`config.mk`:
```
export PLATFORM = sky130hd
export DESIGN_NAME = counter_sequencer_ctrl
export DESIGN_NICKNAME = d
export VERILOG_FILES = /design/src/rtl/counter_sequencer_ctrl.sv
export SDC_FILE = /design/constraint.sdc
export NUM_CORES = 1
export LEC_CHECK = 0
export CAP_MARGIN = 40
export CORE_ASPECT_RATIO = 0.7
export CORE_MARGIN = 2
export CORE_UTILIZATION = 41
export DETAILED_ROUTE_END_ITERATION = 8
export DONT_BUFFER_PORTS = 1
export PLACE_DENSITY = 0.6
export RECOVER_POWER = 25
export SLEW_MARGIN = 20
export SYNTH_ARGS = -nofsm -noshare
export SYNTH_HDL_FRONTEND = slang
export SYNTH_SLANG_ARGS = --single-unit
```
`constraint.sdc`:
```
create_clock -name clock -period 4.6 [get_ports clock]
set_input_delay 1.38 -clock clock [delete_from_list [all_inputs] [get_ports clock]]
set_output_delay 1.38 -clock clock [all_outputs]
set_load 0.01 [all_outputs]
```
`src/rtl/counter_sequencer_ctrl.sv`:
```
`default_nettype none
// ============================================================================
//  Module   : counter_sequencer_ctrl
//  Purpose  : Command-driven sequencer for a WIDTH-bit counter datapath.
//             Accepts START / STOP / PAUSE(toggle) / SET_LIMIT commands over
//             a valid/ready port and steps the count up or down on qualified
//             ticks.  Flags the terminal step with a one-cycle tc pulse and
//             then either reloads (free-running) or halts in DONE (one-shot).
//  Ports    : clock      - system clock, posedge
//             reset      - synchronous reset, active low
//             cmd_valid  - command present
//             cmd_ready  - command can be accepted (high out of reset)
//             cmd_op     - 00 START, 01 STOP, 10 PAUSE, 11 SET_LIMIT
//             cmd_data   - START reload value / SET_LIMIT limit value
//             tick       - count enable in RUN
//             dir_up     - 1 count up toward limit, 0 count down toward 0
//             one_shot   - 1 halt at terminal count, 0 reload and continue
//             count      - current count
//             tc         - one-cycle pulse after the terminal step
//             busy       - RUN or PAUSE
//             done       - DONE state
//             cmd_err    - one-cycle pulse: accepted command illegal in state
//  Revision : 1.0  initial release
// ============================================================================
module counter_sequencer_ctrl #(
    parameter int WIDTH = 4
) (
    input  logic             clock,
    input  logic             reset,
    input  logic             cmd_valid,
    output logic             cmd_ready,
    input  logic [1:0]       cmd_op,
    input  logic [WIDTH-1:0] cmd_data,
    input  logic             tick,
    input  logic             dir_up,
    input  logic             one_shot,
    output logic [WIDTH-1:0] count,
    output logic             tc,
    output logic             busy,
    output logic             done,
    output logic             cmd_err
);

    typedef enum logic [1:0] {
        S_IDLE  = 2'd0,
        S_RUN   = 2'd1,
        S_PAUSE = 2'd2,
        S_DONE  = 2'd3
    } state_t;

    localparam logic [1:0]       c_OP_START = 2'b00;
    localparam logic [1:0]       c_OP_STOP  = 2'b01;
    localparam logic [1:0]       c_OP_PAUSE = 2'b10;
    localparam logic [1:0]       c_OP_LIMIT = 2'b11;
    localparam logic [WIDTH-1:0] c_ONE      = {{(WIDTH-1){1'b0}}, 1'b1};
    localparam logic [WIDTH-1:0] c_ZERO     = '0;
    localparam logic [WIDTH-1:0] c_ALL_ONES = '1;

    state_t           r_state;
    logic [WIDTH-1:0] r_count;
    logic [WIDTH-1:0] r_reload;
    logic [WIDTH-1:0] r_limit;
    logic             r_tc;
    logic             r_err;
    logic             r_busy;
    logic             r_done;

    state_t           w_state_nxt;
    logic [WIDTH-1:0] w_count_nxt;
    logic [WIDTH-1:0] w_reload_nxt;
    logic [WIDTH-1:0] w_limit_nxt;
    logic             w_tc_nxt;
    logic             w_err_nxt;
    logic             w_accept;
    logic             w_terminal;

    // The controller never back-pressures; ready simply follows the reset
    // pin so that no command can be taken while the block is held in reset.
    assign cmd_ready = reset;
    assign w_accept  = cmd_valid & cmd_ready;

    // Direction is sampled on every step, so the terminal test follows it.
    assign w_terminal = dir_up ? (r_count == r_limit) : (r_count == c_ZERO);

    always_comb begin
        w_state_nxt  = r_state;
        w_count_nxt  = r_count;
        w_reload_nxt = r_reload;
        w_limit_nxt  = r_limit;
        w_tc_nxt     = 1'b0;
        w_err_nxt    = 1'b0;

        if (w_accept) begin
            // A command always takes priority; any tick this cycle is dropped.
            case (cmd_op)
                c_OP_START: begin
                    w_state_nxt  = S_RUN;
                    w_count_nxt  = cmd_data;
                    w_reload_nxt = cmd_data;
                end
                c_OP_STOP: begin
                    w_state_nxt = S_IDLE;
                end
                c_OP_PAUSE: begin
                    if (r_state == S_RUN) begin
                        w_state_nxt = S_PAUSE;
                    end else if (r_state == S_PAUSE) begin
                        w_state_nxt = S_RUN;
                    end else begin
                        w_err_nxt = 1'b1;
                    end
                end
                c_OP_LIMIT: begin
                    if ((r_state == S_IDLE) || (r_state == S_DONE)) begin
                        w_limit_nxt = cmd_data;
                    end else begin
                        w_err_nxt = 1'b1;
                    end
                end
                default: begin
                    w_state_nxt = r_state;
                end
            endcase
        end else if ((r_state == S_RUN) && tick) begin
            if (w_terminal) begin
                w_tc_nxt = 1'b1;
                if (one_shot) begin
                    // Halt holding the terminal value.
                    w_state_nxt = S_DONE;
                end else begin
                    w_count_nxt = r_reload;
                end
            end else if (dir_up) begin
                // Wraps modulo 2^WIDTH, so a start above the limit passes 0.
                w_count_nxt = r_count + c_ONE;
            end else begin
                w_count_nxt = r_count - c_ONE;
            end
        end
    end

    always_ff @(posedge clock) begin
        if (!reset) begin
            r_state  <= S_IDLE;
            r_count  <= c_ZERO;
            r_reload <= c_ZERO;
            r_limit  <= c_ALL_ONES;
            r_tc     <= 1'b0;
            r_err    <= 1'b0;
            r_busy   <= 1'b0;
            r_done   <= 1'b0;
        end else begin
            r_state  <= w_state_nxt;
            r_count  <= w_count_nxt;
            r_reload <= w_reload_nxt;
            r_limit  <= w_limit_nxt;
            r_tc     <= w_tc_nxt;
            r_err    <= w_err_nxt;
            // Status flags are registered from the next state so they line
            // up with the state register rather than being decoded from it.
            r_busy   <= (w_state_nxt == S_RUN) || (w_state_nxt == S_PAUSE);
            r_done   <= (w_state_nxt == S_DONE);
        end
    end

    assign count   = r_count;
    assign tc      = r_tc;
    assign busy    = r_busy;
    assign done    = r_done;
    assign cmd_err = r_err;

endmodule
`default_nettype wire

```
==> impl_metrics.ini <==
[outcome]
status = finished clean

[power]
p_leak_uw = 0.000449
power.density_nw_per_um2 = 321
ir_worst_vdd_mv = 0.240

[synthesis]
synth_cell_types = 38
synth-simple-area-share_pct = 19.5
async_flop_share_pct = 0
synth-compound-area-share_pct = 20.4
syn_nets = 138
synth_most_common_cell = dfxtp_1
synth-seq-area-share_pct = 33.6
synth_seq_cells = 18
syn_area_per_cell_um2 = 9.00
synth-edff-count = 0
synth_cells = 119
synth_top_area_share_pct = 33.6
netlist_top_cells_count = 18 x dfxtp_1, 15 x nand2_1, 7 x inv_1, 7 x mux2i_1, 7 x nor2_1
muxShareOfSynthArea_pct = 6.54
synth_adder_area_share_pct = 8.88
syn_area_um2 = 1070
yosys_warnings = 0
synth_top_family_by_area = compound AO/OA/AOI/OAI gates
yosysTopAreaCell = dfxtp_1
synth_ff_type = dfxtp_1
synthTopCellsByArea = dfxtp_1 34%, ha_1 7.0%, mux2i_1 6.5%
synth_xor_area_share_pct = 5.72

[worst_setup_path]
cp.buffers_inverters = 0
path_cells = nor4_1 > nor2_2 > nor3_4 > o2111a_1 > a211oi_1 > a31oi_1 > ha_1 > and2_1
cp.arrival_ns = 2.93
crit_path_end_kind = register
path_class = input pin to register
worst-path-stages = 8
reg2regPathDepth = 8
worstSetupStartpointType = input pin
reg2reg_from = count[1]
cp_slowest_cell = nor3_4
worst-path-max-fanout = 7
r2r_slack_ns = 2.40
critPathTopFamily = simple AND/OR/NAND/NOR gates
reg2reg_to = busy
critPathRequiredTime_ns = 4.75
cpPeakStageDelay_ns = 0.29

[die]
die_y_um = 46.8
ios = 21
die_w_um = 65.1
design.core.area_um2 = 2480
start_util_pct = 43.2
dieArea_um2 = 3040
rows = 15

[placed_design]
dp.cells = 149
hpwl_um = 1750
portBuffers = 0
place_congestion = 0.766

[timing]
timing.final.crit_share_pct = 60.4
finalHoldViolCount = 0
fmax_ghz = 0.360
rsz0062_at_grt = false
fin_worst_skew_ns = 0.00216
worst_pin_slew_ns = 0.831
maxSlewHeadroom_pct = 44.2
fin_setup_tns_ns = 0
drv_slew = 0
fin_crit_ns = 2.78
hold_ws_ns = 0.495
setup_violations = 0

[global_routing]
grt_use_total_pct = 16.4
use_met3_pct = 6.24
met2_usage_pct = 26.4
grt_max_degree = 18
grt_most_used_layer = met2
grt_pass1_vias = 789
grt_overflow = 0
antenna_found_initial = 0
grt_use_met1_pct = 21.5
grt_pass1_wl_um = 3710

[detailed_routing]
route.detailed.drc = 0
routed_wl_um = 2310
postRouteAntennaNets = 0
via_per_inst = 5.45
num_vias = 840
drtPass1Iterations = 4
wire_per_inst_um = 15.0
drt_iter0_markers = 17

[clock_tree]
cts_setup_buffers = 0
cts.sinks = 18
clkTransAtPathRegs_ns = 0.07
cts_buffers = 3
cts.htree.levels = 1
insertion_delay_ns = 0.25
root_buffer = clkbuf_8
cts.path.max_buffers = 2
hold_buffers = 0
cts_resized = 0
cts_tree = yes

[cells_and_area]
diodes = 0
layout.nets = 140
fin_util_pct = 46.1
multi_input_area_um2 = 654
final_cells = 154
drive_above_1_share_pct = 9.17
seq_area_um2 = 360
fillerInstances = 251
area_growth_pct = 6.66

[run]
drv_cap = 0

[min_path]
hold_class = register to register
worstHoldEndpoint = r_limit[1]
hold_depth = 2
holdCritStartpoint = r_limit[1]
## layer usage
metal / up-vias / wire length, um
met5: - / 0
met4: 0 / 0
met3: 0 / 156
met2: 27 / 990
met1: 384 / 1170
li1: 429 / -
## sequential cells by signal (all words and copies together) (netlist names)
signal / flops
count: 4
tc: 1
cmd_err: 1
busy: 1
r_reload: 4
done: 1
r_limit: 4
r_state: 2
## per-stage QoR
step / power (uW) / instance area (um2) / worst slack [ns]
2_1_floorplan: 232 / 1070 / 1.71
3_3_place_gp: 239 / 1080 / 1.62
3_5_place_dp: 239 / 1080 / 1.58
4_1_cts: 371 / 1140 / 1.83
5_1_grt: 387 / 1140 / 1.65
6_report: 367 / 1140 / 1.82
## cell families after synthesis
family,count (synthesis)
xor+xnor,7
fa+ha+maj,7
buf+inv,11
compound gates,30
flops,18
simple gates,39
mux,7
## cell usage in the layout, fill, tap and decap left out, drive strengths merged, types with 3 or more instances in the layout
cell,count
clkbuf,5
inv,7
nand2,15
nor2,8
a211oi,5
xnor2,5
and2,3
a21oi,3
nor3,4
o21ai,6
ha,6
mux2i,7
dfxtp,18
o22ai,3
o21a,3
## power breakdown
| part | leakage, uW | internal [uW] | total, uW | switching [uW] |
|---|---|---|---|---|
| Combinational | 0.000273 | 29.5 | 63.4 | 34.0 |
| Clock | 0.0000288 | 76.1 | 130 | 54.1 |
| Sequential | 0.000147 | 163 | 173 | 10.7 |
## how the worst max path moves through the flow
stage | start | end
3_5_place_dp | dir_up | busy
4_1_cts | dir_up | busy
3_3_place_gp | dir_up | busy
5_1_grt | dir_up | busy
2_1_floorplan | dir_up | busy
6_report | dir_up | busy
## worst reg2reg max path, delay by kind of cell, from the launching register on
| family | cells | cell delay [ns] |
|---|---|---|
| fa+ha+maj | 1 | 0.30 |
| simple gates | 3 | 0.51 |
| flops | 1 | 0.51 |
| compound gates | 4 | 0.78 |
## layout make-up
class / count / area share (%)
timing repair buffer: 1 / 0.329
clock buffer: 4 / 4.82
tap: 34 / 3.72
sequential: 18 / 31.5
multi-input combinational: 90 / 57.3
inverter: 7 / 2.30
No activity file was read; power rests on OpenSTA's default activity.
